File: src/rtl/line_clock_timer.sv
// line_clock_timer: KW11-L style line-clock timer with Wishbone CSR.
// Divides wb_clk_i down to one of two tick rates and raises a latched EVNT irq.
//
// Ports:
//   wb_clk_i, wb_rst_i      bus clock, synchronous active-high reset
//   wb_cyc_i/stb_i/we_i     Wishbone CSR access (address decoded outside)
//   wb_sel_i, wb_dat_i      byte select and write data
//   wb_dat_o, wb_ack_o      read data (valid only during ack) and acknowledge
//   button_i                synchronised enable-toggle button
//   irq_ack_i               one-cycle interrupt acknowledge
//   tick_o                  one-cycle pulse per divider period
//   irq_o                   latched interrupt request (CPU EVNT)
//   timer_status_o          current ENABLE bit (status LED)
//
// CSR: [7] MON, [6] IE, [1] ENABLE, [0] RATE (0: RATE_HZ, 1: ALT_RATE_HZ).
// Optional macro LINE_CLOCK_TIMER_LOST_CNT_EN adds a saturating lost-tick
// counter in CSR[15:8], cleared by any write with wb_sel_i[1] set.

module line_clock_timer #(
    parameter int CLK_HZ      = 100000000,
    parameter int RATE_HZ     = 50,
    parameter int ALT_RATE_HZ = 60,
    parameter int DEB_BITS    = 2,
    parameter bit INIT_EN     = 1'b1
) (
    input  logic        wb_clk_i,
    input  logic        wb_rst_i,
    input  logic        wb_cyc_i,
    input  logic        wb_stb_i,
    input  logic        wb_we_i,
    input  logic [1:0]  wb_sel_i,
    input  logic [15:0] wb_dat_i,
    output logic [15:0] wb_dat_o,
    output logic        wb_ack_o,
    input  logic        button_i,
    input  logic        irq_ack_i,
    output logic        tick_o,
    output logic        irq_o,
    output logic        timer_status_o
);

    localparam int DIV0   = CLK_HZ / RATE_HZ;
    localparam int DIV1   = CLK_HZ / ALT_RATE_HZ;
    localparam int DIVMAX = (DIV0 > DIV1) ? DIV0 : DIV1;
    localparam int CW     = (DIVMAX > 1) ? $clog2(DIVMAX) : 1;

    localparam logic [CW-1:0] LAST0 = CW'(DIV0 - 1);
    localparam logic [CW-1:0] LAST1 = CW'(DIV1 - 1);

    logic [CW-1:0]       cnt_q, cnt_d;
    logic                tick_q, tick_d;
    logic                ack_q, ack_d;
    logic                ie_q, ie_d;
    logic                en_q, en_d;
    logic                rate_q, rate_d;
    logic                mon_q, mon_d;
    logic                irq_q, irq_d;
    logic [DEB_BITS-1:0] sh_q, sh_d;
    logic                latch_q, latch_d;

    logic                wr_lo;
    logic                wr_hi;
    logic                rate_chg;
    logic                tick_evt;
    logic [CW-1:0]       last;
    logic [7:0]          csr_hi;
    logic                unused;

    // Write commits in the ack cycle, while the master still holds the strobe.
    assign wr_lo = ack_q & wb_cyc_i & wb_stb_i & wb_we_i & wb_sel_i[0];
    assign wr_hi = ack_q & wb_cyc_i & wb_stb_i & wb_we_i & wb_sel_i[1];

    // Switching rate restarts the period and swallows a coincident tick.
    assign rate_chg = wr_lo & (wb_dat_i[0] != rate_q);
    assign last     = rate_q ? LAST1 : LAST0;
    assign tick_evt = ~rate_chg & (cnt_q == last);

    always_comb begin
        cnt_d   = cnt_q + 1'b1;
        tick_d  = tick_evt;
        ack_d   = wb_cyc_i & wb_stb_i & ~ack_q;
        ie_d    = ie_q;
        en_d    = en_q;
        rate_d  = rate_q;
        mon_d   = mon_q;
        irq_d   = irq_q;
        sh_d    = sh_q;
        latch_d = latch_q;

        if (rate_chg || tick_evt) begin
            cnt_d = '0;
        end

        // Button is debounced at tick rate; latch blocks repeat toggles
        // until the button has been seen fully released.
        if (tick_evt) begin
            sh_d = DEB_BITS'({sh_q, button_i});
            if ((&sh_d) && !latch_q) begin
                en_d    = ~en_q;
                latch_d = 1'b1;
            end else if (sh_d == '0) begin
                latch_d = 1'b0;
            end
        end

        // Applied after the button so a CSR write to ENABLE wins.
        if (wr_lo) begin
            ie_d   = wb_dat_i[6];
            en_d   = wb_dat_i[1];
            rate_d = wb_dat_i[0];
            if (!wb_dat_i[7]) begin
                mon_d = 1'b0;
            end
        end

        if (tick_evt) begin
            mon_d = 1'b1;
        end

        // Set beats acknowledge; dropping IE or ENABLE withdraws the request.
        if (irq_ack_i) begin
            irq_d = 1'b0;
        end
        if (!(ie_d && en_d)) begin
            irq_d = 1'b0;
        end
        if (tick_evt && ie_d && en_d) begin
            irq_d = 1'b1;
        end
    end

`ifdef LINE_CLOCK_TIMER_LOST_CNT_EN
    logic [7:0] lost_q, lost_d;

    always_comb begin
        lost_d = lost_q;
        if (wr_hi) begin
            lost_d = '0;
        end else if (tick_evt && irq_q && !irq_ack_i && (lost_q != 8'hFF)) begin
            lost_d = lost_q + 8'd1;
        end
    end

    always_ff @(posedge wb_clk_i) begin
        if (wb_rst_i) begin
            lost_q <= '0;
        end else begin
            lost_q <= lost_d;
        end
    end

    assign csr_hi = lost_q;
`else
    assign csr_hi = 8'h00;
`endif

    always_ff @(posedge wb_clk_i) begin
        if (wb_rst_i) begin
            cnt_q   <= '0;
            tick_q  <= 1'b0;
            ack_q   <= 1'b0;
            ie_q    <= 1'b0;
            en_q    <= INIT_EN;
            rate_q  <= 1'b0;
            mon_q   <= 1'b0;
            irq_q   <= 1'b0;
            sh_q    <= '0;
            latch_q <= 1'b0;
        end else begin
            cnt_q   <= cnt_d;
            tick_q  <= tick_d;
            ack_q   <= ack_d;
            ie_q    <= ie_d;
            en_q    <= en_d;
            rate_q  <= rate_d;
            mon_q   <= mon_d;
            irq_q   <= irq_d;
            sh_q    <= sh_d;
            latch_q <= latch_d;
        end
    end

    assign wb_dat_o = ack_q ? {csr_hi, mon_q, ie_q, 4'b0000, en_q, rate_q}
                            : 16'h0000;
    assign wb_ack_o       = ack_q;
    assign tick_o         = tick_q;
    assign irq_o          = irq_q;
    assign timer_status_o = en_q;

    // Data bits with no CSR home, and the high-byte strobe in the base build.
    assign unused = ^{wb_dat_i[15:8], wb_dat_i[5:2], wr_hi};

endmodule

File: config.mk
export PLATFORM = sky130hd
export DESIGN_NAME = line_clock_timer
export DESIGN_NICKNAME = d
export VERILOG_FILES = /design/src/rtl/line_clock_timer.sv
export SDC_FILE = /design/constraint.sdc
export NUM_CORES = 1
export LEC_CHECK = 0
export ABC_AREA = 1
export BUFFER_PORTS_ARGS = -buffer_cell sky130_fd_sc_hd__buf_2
export CAP_MARGIN = 25
export CORE_UTILIZATION = 50
export CTS_CLUSTER_SIZE = 8
export DETAILED_ROUTE_END_ITERATION = 10
export PLACE_DENSITY = 0.78
export SKIP_LAST_GASP = 1
export SYNTH_ARGS = -nofsm -noshare
export SYNTH_HDL_FRONTEND = slang
export SYNTH_SLANG_ARGS = --single-unit
File: constraint.sdc
create_clock -name wb_clk_i -period 4.7 [get_ports wb_clk_i]
set_clock_uncertainty 0.15 [all_clocks]
set_input_delay 0.94 -clock wb_clk_i [delete_from_list [all_inputs] [get_ports wb_clk_i]]
set_output_delay 0.94 -clock wb_clk_i [all_outputs]
set_load 0.005 [all_outputs]
==> results.md, run 1 <==
- Setup_tns: 0 ns
- WP data arrival: 1.16 ns
- Total global routing overflow: 0
- Detailed Routing Iterations Pass 1: 4
- CP Class: reg2out
- RSZ-0062 raised after global routing: no
- R2r startpoint: rate_q$_SDFFE_PP0P_
- Total global-route track usage: between 20 and 25%
- First-pass GRT wire length: 5.53 mm
- Layout area overhead: 9.28%
- Setup bufs post-CTS: 0
- Number of buffers inserted by port buffering: 19
- Worst-path fanout max: 12
- Initial Util: between 50% and 60%
- Via count: 1,572
- Pwr dens: roughly 250 nW/um^2
- CP Launch Type: flop
- Worst setup EP type: primary output
- CTS tree: built
- Register bit total from synthesis: 30
- Worst skew pair latency: around 0.33 ns
- Post-synth top cells: nand2_1 (61), inv_1 (39), dfxtp_1 (30), nor2_1 (30), nand3_1 (17)
- Status: completed
- Synthesis Warnings: 0
- Ys flop type: dfxtp_1
- Synth Area per Inst: 6.64 sq um
- Slew Limit Fails: 0
- Share of layout cells above drive strength 1: ~14%
- Unique masters post-synth: 24
- Final hold violations: 0
- Top-count cell post-synth: nand2_1
- Fraction of registers with async set/reset: 0%
- Root buffer cell: clkbuf_4
- Mapped Cells: 256
- WHS Path Cells: 2
- PostCTS Resize Cnt: 0
- Clk sink count: 30
- Worst hold path type: reg2reg
- Number of synthesized flops with an enable pin: 0
- Max frequency: between 400 and 500 MHz
- Fin worst setup slack: 2.45 ns
- Peak VDD IR: roughly 0.18 mV
- Core Box Area: 3130 sq um
- Fin nets: between 300 and 400
- Worst R2R Setup Slack: 2.74 ns
- DRT iter0 DRCs: between 90 and 100
- Average routed wire per standard cell: a little over 10 um
- Largest net degree at the start of global routing: 22
- DRT Wirelength: ~3.3 mm
- Largest area contributor in the netlist: dfxtp_1
- Worst reg2reg path depth: 6
- Pleak: approximately 0.83 nW
- Post-route antenna net violation count: 0
- Setup WS pre-CTS: between 2 and 2.5 ns
- Vias in the first global route: around 1.3k
- Post-synthesis sequential area ratio: 35.3%
- Max reg flops: 21
- Final core occ: around three fifths
- CTS buffer count: 5
- Hold Startpoint: latch_q$_SDFFE_PP0P_
- Most area-consuming cells after synthesis: dfxtp_1 (35%), nand2_1 (13%), inv_1 (8.6%), buf_4 (6.6%), nor2_1 (6.6%)
- Diode count: 0
- Setup violators final: 0
- Synth top area share: 35.3%
- DR DRC count: 0
- Worst-case clock buffer depth: 2
- DIE HEIGHT: around 60 um
- Most flops, register: cnt_q
- Die width: 60.3 um
- Post-Synthesis Cell Area: 1700 sq um
- Min Clock Period, post-route: 2.25 ns
- Die area: roughly 3600 sq um
- Critical path origin: rate_q$_SDFFE_PP0P_
- Initial antenna violation count: 0
- Row Count: 20
- Max Cap Viol: 0
- Worst Path Required: 3.61 ns
- Clk slew on worst S/H paths: 0.09 ns
- RR Endpoint: cnt_q[13]$_SDFF_PP0_
- H-tree lvl count: 2
- Tcrit/Tclk final: between 40% and 50%
- Gpl congestion: about 0.84
- Hold-fix buffers at CTS: 0
- Via-to-Cell Ratio: 4.87
- DPL Wire Length: 2.47 mm
- Worst hold path endpoint: latch_q$_SDFFE_PP0P_
- I/O pin cnt: 45
## layout make-up
class | instances | area, sq um
sequential | 30 | 601
inverter | 39 | 146
multi-input combinational | 183 | 881
fill | 312 | 1270
tap | 44 | 55.1
clock buffer | 8 | 78.8
timing repair buffer | 19 | 95.1
## worst max path at each step
stage,to,slack [ns],depth (start not counted)
floorplan,timer_status_o$_SDFF_PP1_,2.72,6
global placement,cnt_q[13]$_SDFF_PP0_,2.36,6
detailed placement,cnt_q[13]$_SDFF_PP0_,2.35,6
CTS,wb_dat_o[0],2.44,3
global route,wb_dat_o[0],2.33,3
finish,wb_dat_o[0],2.45,3
## cell families (layout without fill, tap and decap cells)
family | after synthesis | count (layout) | share of synthesized area (%)
AOI/OAI and AO/OA | 23 | 23 | 6.92
and+or+nand+nor | 138 | 138 | 36.9
other | 1 | 12 | 0.221
DFF | 30 | 30 | 35.3
xor gates and xnor gates | 9 | 9 | 4.64
buffers and inverters | 54 | 66 | 15.2
adders and majority gates | 1 | 1 | 0.736
## power breakdown
part           internal (mW)  switching (mW)  total, mW  leakage (nW)
clock                  0.102          0.0901      0.192        0.0446
sequential             0.257         0.00363      0.260         0.242
combinational        0.00740          0.0134     0.0208         0.539
total                  0.366           0.107      0.473         0.826
## worst max-delay path, stage by stage (launching register included)
cell     delay [ns]
dfxtp_1        0.57
nand2_1        0.10
inv_1          0.07
buf_2          0.10
## placed cells by master (no fill, tap or decap)
master,instances
a21o_1,1
a21oi_1,13
buf_2,19
clkbuf_4,5
clkbuf_8,3
conb_1,12
dfxtp_1,30
ha_1,1
inv_1,39
nand2_1,61
nand3_1,17
nand3_2,2
nand3b_1,1
nand4_1,8
nor2_1,30
nor2_2,4
nor2_4,1
nor3_1,7
nor3b_1,1
nor3b_2,1
nor4_1,2
o21ai_0,8
o21ai_1,1
or2_2,3
xnor2_1,1
xor2_1,8
## per-layer routing
layer	vias up	GRT usage [%]	wire length [um]
met3	7	5.19	115
met2	23	32.0	1530
li1	824	-	-
met5	-	0	0
met4	0	10.6	61
met1	718	26.2	1570
## stage by stage
| step | instances | hold slack [ns] | instance area, sq um | total power, mW |
|---|---|---|---|---|
| after floorplan | 267 | 0.290 | 1740 | 0.286 |
| after global placement | 315 | 0.306 | 1780 | 0.286 |
| after detailed placement | 315 | 0.305 | 1780 | 0.287 |
| after CTS | 323 | 0.319 | 1860 | 0.478 |
| after global routing | 323 | 0.340 | 1860 | 0.494 |
| final | 323 | 0.317 | 1860 | 0.473 |
(Power assumes the default switching activity.)
==> run 2, diff against run 1 <==
Settings changed: ABC_AREA 1 to 0, PLACE_DENSITY 0.78 to 0.8.
Clock period 4.7 ns to 2.28 ns, I/O delays scaled along.
==> run 2 against run 1 <==
  * Wire length shrank 15%
  * Critical path depth is 3 higher
  * Via count is 23% lower
  * Sequential power up 110%
  * The flow now finishes with violations (DRC)
  * Sequential share of layout area rose by 2.4 points
  * Clock power is 110% higher
  * Final area down 6.9%
  * Area after synthesis shrank 10%
  * Largest cell class unchanged
  * Non-clock buffer count grew 8
  * Register-to-register slack got worse by 2.6 ns
  * Worst setup slack got worse by 2.3 ns
  * Power increased by 110%
==> results.md, run 2 <==
- Status: finished with violations
- Failing checks: DRC
- Via count: approximately 1.2k
- Register bit total from synthesis: 30
- Share of layout cells above drive strength 1: 20.7%
- Total global routing overflow: 0
- Largest net degree at the start of global routing: 22
- RR Endpoint: timer_status_o$_SDFF_PP1_
- Met1 Use GR: between 20 and 25%
- WHS Path Cells: 3
- Synth Area per Inst: 8.68 sq um
- CTS buffer count: 5
- Worst Path Buf+Inv: 0
- Synth top area share: between 30% and 40%
- Unique masters post-synth: 34
- Worst R2R Setup Slack: ~0.11 ns
- Crit-path cells: or3b_2 -> a2111oi_4 -> nand4_1 -> xnor2_1 -> mux2i_2 -> nand2_1
- Total global-route track usage: 19.3%
- Slowest cell on crit path: or3b_2
- Layout area overhead: 13.2%
- DPL Wire Length: slightly above 2 mm
- Post-synthesis sequential area ratio: between 30% and 40%
- Logic pwr share: between 5 and 6%
- Tcrit/Tclk final: between 90% and 100%
- Initial antenna violation count: 0
- Peak VDD IR: 0.346 mV
- Slew Limit Fails: 0
- Diode count: 0
- Vias in the first global route: 1,146
- Pleak: 0.701 nW
- Mapped Cells: between 150 and 200
- Fillers: 262
- Hold-fix buffers at CTS: 0
- Post-synth top cells: dfxtp_1 (30), nor2_1 (30), nand3_1 (15)
- Pwr dens: 567 nW/um^2
- Ys flop type: dfxtp_1
- First-pass GRT wire length: between 4 and 5 mm
- Switching pwr: about 220 uW
- Clk sink count: 30
- Sw frac: about 22%
- Hold Startpoint: wb_cyc_i
- Share of power burned in registers: between 50% and 60%
- Initial Util: 54.0%
- Worst-case clock buffer depth: 2
- I/O pin cnt: 45
- R2r startpoint: cnt_q[8]$_SDFF_PP0_
- Worst skew pair latency: roughly 0.33 ns
- CP Launch Type: flop
- Number of synthesized flops with an enable pin: 0
- Met3 usage: ~5.4%
- Cell-internal power: ~760 uW
- M2 GR Usage: approximately a third
- Worst setup EP type: flop
- Row Count: 19
- Worst Path Required: roughly 2.4 ns
- Max reg flops: 21
- H-tree lvl count: 2
- CP max stage delay: 0.51 ns
- Via-to-Cell Ratio: about 5.2
- Most flops, register: cnt_q
- Number of buffers inserted by port buffering: 19
- DRT iter0 DRCs: between 50 and 60
- Min Hold Slack: slightly above 0.2 ns
- Core Box Area: between 2000 and 3000 sq um
- Gpl congestion: ~0.77
- Top delay family on crit path: simple AND/OR/NAND/NOR gates
- Root buffer cell: clkbuf_4
- DR DRC count: 6
- CTS tree: built
- Max frequency: approximately 460 MHz
- Worst-path fanout max: 3
- Average routed wire per standard cell: between 10 and 15 um
- WP data arrival: 2.25 ns
- Clk network pwr share: between 40% and 50%
- CP Class: reg2reg
- Largest area contributor in the netlist: dfxtp_1
- Detailed Routing Iterations Pass 1: 10
- DRT Wirelength: 2.80 mm
- Max Cap Viol: 0
- Min Clock Period, post-route: between 2 and 2.5 ns
- Die area: 3280 sq um
- Die width: 57.3 um
- Fraction of registers with async set/reset: 0%
- Commonest cells after routing, fill and taps aside: nor2_1 (30), dfxtp_1 (30), buf_2 (19)
- Post-Synthesis Cell Area: around 1500 sq um
- Clk slew on worst S/H paths: 0.09 ns
- DIE HEIGHT: 57.3 um
- Worst reg2reg path depth: 6
- Fin nets: roughly 230
- Worst hold path type: in2reg
- Setup_tns: 0 ns
- GRT Max-Usage Layer: met2
- Final hold violations: 0
- Worst hold path endpoint: wb_ack_o$_SDFF_PP0_
- Post-route antenna net violation count: 0
- Most area-consuming cells after synthesis: dfxtp_1 (39%), nor2_1 (7.4%), xnor2_1 (6.3%), buf_4 (5.9%), xor2_1 (5.2%)
- Synthesis Warnings: 0
- Setup violators final: 0
## run 2: layout make-up
cell class              count  area, sq um  share of cell area (%)
multi-input cells         133          825                    47.7
inverters                   5         18.8                    1.09
clock buffers               8         78.8                    4.56
repair buffers             27          168                    9.70
well taps                  31         38.8                    2.24
flip-flops and latches     30          601                    34.7
## run 2: metrics by stage
step	util, %	setup WS [ns]	area (sq um)	power, mW	cells
floorplan	-	0.0956	1570	0.589	187
global placement	57.9	0.107	1640	0.595	225
detailed placement	57.9	-0.00227	1640	0.597	225
CTS	60.9	0.0471	1720	0.986	233
global route	61.1	-0.00326	1730	1.02	234
finish	61.1	0.106	1730	0.981	234
## run 2: cells by family after synthesis
family / Yosys count / share of synthesized area [%]
buf+inv: 24 / 9.66
xor+xnor: 20 / 11.5
mux: 4 / 2.62
compound gates: 12 / 8.03
other cells: 1 / 0.245
fa+ha+maj: 1 / 0.819
simple gates: 84 / 27.8
flops: 30 / 39.3
## run 2: worst max path at each step
stage / from / to / slack, ns / cells past startpoint
after floorplan: cnt_q[2]$_SDFF_PP0_ / timer_status_o$_SDFF_PP1_ / 0.1 / 7
after global placement: cnt_q[4]$_SDFF_PP0_ / timer_status_o$_SDFF_PP1_ / 0.11 / 6
after detailed placement: cnt_q[4]$_SDFF_PP0_ / timer_status_o$_SDFF_PP1_ / -0.002 / 6
after CTS: cnt_q[4]$_SDFF_PP0_ / timer_status_o$_SDFF_PP1_ / 0.05 / 6
after global routing: cnt_q[8]$_SDFF_PP0_ / timer_status_o$_SDFF_PP1_ / -0.003 / 6
final: cnt_q[8]$_SDFF_PP0_ / timer_status_o$_SDFF_PP1_ / 0.11 / 6
## run 2: power by group through the flow
stage / Combinational, mW / Sequential [mW] / Clock [mW]
floorplan: 0.0427 / 0.546 / 0
CTS: 0.0514 / 0.534 / 0.401
detailed placement: 0.0506 / 0.546 / 0
global placement: 0.0488 / 0.546 / 0
global route: 0.0587 / 0.535 / 0.426
finish: 0.0509 / 0.534 / 0.396
## run 2: worst min-delay path, delay by kind of cell
family / cells / cell delay [ns]
simple gates: 2 / 0.10
buf+inv: 1 / 0.10
## run 2: repair_timing
action / 4_1_cts / 5_1_grt
pin swaps: 0 / 1
setup buffers: 0 / 1
resized for setup: 1 / 0
setup endpoints to repair: 1 / 2
## run 2: per-layer routing
metal / routed length, um / part of all wire [%]
met5: 0 / 0
met4: 44 / 1.6
met3: 158 / 5.6
met2: 1370 / 49
met1: 1230 / 44
==> run 3, diff against run 2 <==
Settings changed: RECOVER_POWER set to 25.
Clock period 2.28 ns to 2 ns, I/O delays scaled along.
==> run 3 against run 2 <==
  * The run ends with DRC, setup timing left
  * Die area unchanged
  * Wire length is 5.0% higher
  * Critical path depth grew 1
  * Sequential power grew 14%
  * Highest routed layer unchanged
  * Maximum frequency is 0.29% higher
  * Global-route usage down 0.81 points
==> results.md, run 3 (same netlist as run 2, synthesis figures left out) <==
- Commonest cells after routing, fill and taps aside: dfxtp_1 (29), nor2_1 (18), buf_4 (18), buf_2 (18), nand3_1 (15)
- Row Count: 19
- Layout area overhead: 24.7%
- Max reg flops: 21
- DRT iter0 DRCs: 69
- Pleak: 0.759 nW
- Fin nets: roughly 240
- Worst-case clock buffer depth: 2
- Clk sink count: 30
- Core Box Area: 2830 sq um
- Hold Startpoint: wb_cyc_i
- RSZ-0062 raised after global routing: yes
- Worst R2R Setup Slack: -0.17 ns
- Slew Limit Fails: 0
- Die area: between 3000 and 4000 sq um
- CP Launch Type: flop
- Most common library cell in the layout ignoring fill and taps: dfxtp_1
- CTS buffer count: 5
- CP Class: reg2reg
- Worst hold path endpoint: wb_ack_o$_SDFF_PP0_
- CTS tree: built
- Share of layout cells above drive strength 1: ~32%
- First-pass GRT wire length: 4.62 mm
- Hold-fix buffers at CTS: 0
- Max Cap Viol: 0
- H-tree lvl count: 2
- WHS Path Cells: 3
- R2r startpoint: cnt_q[8]$_SDFF_PP0_
- Tcrit/Tclk final: 108%
- WP data arrival: roughly 2.2 ns
- Status: finished with violations
- Peak VDD IR: approximately 0.34 mV
- Worst-path fanout max: 5
- Failing checks: DRC, setup timing
- Worst reg2reg path depth: 7
- Worst setup EP type: flop
- Gpl congestion: 0.780
- Detailed Routing Iterations Pass 1: 8
- Root buffer cell: clkbuf_4
- Worst hold path type: in2reg
- Clk slew on worst S/H paths: 0.09 ns
- Pwr dens: 591 nW/um^2
- DIE HEIGHT: about 57 um
- Worst Path Required: a little over 2 ns
- Min Clock Period, post-route: 2.17 ns
- Average routed wire per standard cell: ~12 um
- Most flops, register: cnt_q
- Diode count: 0
- Final core occ: between 60 and 70%
- DPL Wire Length: approximately 2.0 mm
- Number of buffers inserted by port buffering: 19
- Initial Util: a little over half
- RR Endpoint: cnt_q[5]$_SDFF_PP0_
- PnR Total Power: between 1 and 1.5 mW
- Max frequency: 461 MHz
- Final instance area: 1910 sq um
- Post-route antenna net violation count: 0
- Fin worst setup slack: -0.168 ns
- Via-to-Cell Ratio: around 5
- Setup violators final: 23
- DR DRC count: 6
- Placed cell areas: about 1700 sq um
- Min Hold Slack: between 0.15 and 0.2 ns
- Initial antenna violation count: 0
- Total global-route track usage: between 10% and 20%
- Final hold violations: 0
- Die width: 57.3 um
- Worst skew pair latency: ~0.33 ns
- Total global routing overflow: 0
- Via count: between 1k and 1.5k
- Vias in the first global route: ~1.1k
- I/O pin cnt: 45
- Largest net degree at the start of global routing: 22
- DRT Wirelength: ~2.9 mm
-- run 3: cell types whose count changed in the layout (fill, tap and decap cells not counted), sizes merged --
cell and change:
buf +11, clkbuf +2
-- run 3: area by class of cell --
class	count	area, sq um
Tap cell	31	38.8
Sequential cell	30	602
Clock buffer	8	78.8
Timing Repair Buffer	40	277
Inverter	5	18.8
Fill cell	226	923
Multi-Input combinational cell	133	891
-- run 3: how the worst max path moves through the flow --
stage	start	to	slack, ns	cells after the start
floorplan	cnt_q[2]$_SDFF_PP0_	timer_status_o$_SDFF_PP1_	-0.1	7
global placement	cnt_q[20]$_SDFF_PP0_	timer_status_o$_SDFF_PP1_	-0.12	6
detailed placement	cnt_q[4]$_SDFF_PP0_	timer_status_o$_SDFF_PP1_	-0.14	6
CTS	cnt_q[4]$_SDFF_PP0_	irq_o$_SDFFE_PP0P_	-0.11	6
global route	cnt_q[20]$_SDFF_PP0_	timer_status_o$_SDFF_PP1_	-0.26	6
finish	cnt_q[8]$_SDFF_PP0_	cnt_q[5]$_SDFF_PP0_	-0.17	7
-- run 3: repair_timing --
action	4_1_cts	5_1_grt
setup buffers	0	2
cloned	0	3
hold endpoints to repair	0	0
gates resized for setup	4	19
pin swaps	2	16
endpoints found under the setup margin	19	25
-- run 3: critical path, cell delays in order (launching register included) --
cell and delay (ns):
dfxtp_1 0.32, or3b_2 0.53, a2111oi_4 0.37, nand3_1 0.11, o211ai_1 0.23, buf_4 0.20
buf_6 0.12, nor2_1 0.05
-- run 3: layer usage --
layer	routed length, um	vias to the layer above	GRT usage, %	part of all wire (%)
met4	38	0	6.27	1.3
met3	179	7	6.80	6.1
met1	1310	568	21.2	45
met5	0	-	0	0
met2	1410	41	31.8	48
li1	-	640	-	-
-- run 3: metrics by stage --
stage,worst slack (ns),setup TNS (ns),instances
after floorplan,-0.0966,-0.176,187
after global placement,-0.123,-0.233,234
after detailed placement,-0.142,-0.296,234
after CTS,-0.111,-0.272,242
after global routing,-0.256,-5.07,247
final,-0.168,-2.81,247
-- run 3: power breakdown --
group	switching (mW)	internal [mW]
clock network	0.201	0.240
logic	0.0413	0.0356
registers	0.00531	0.603
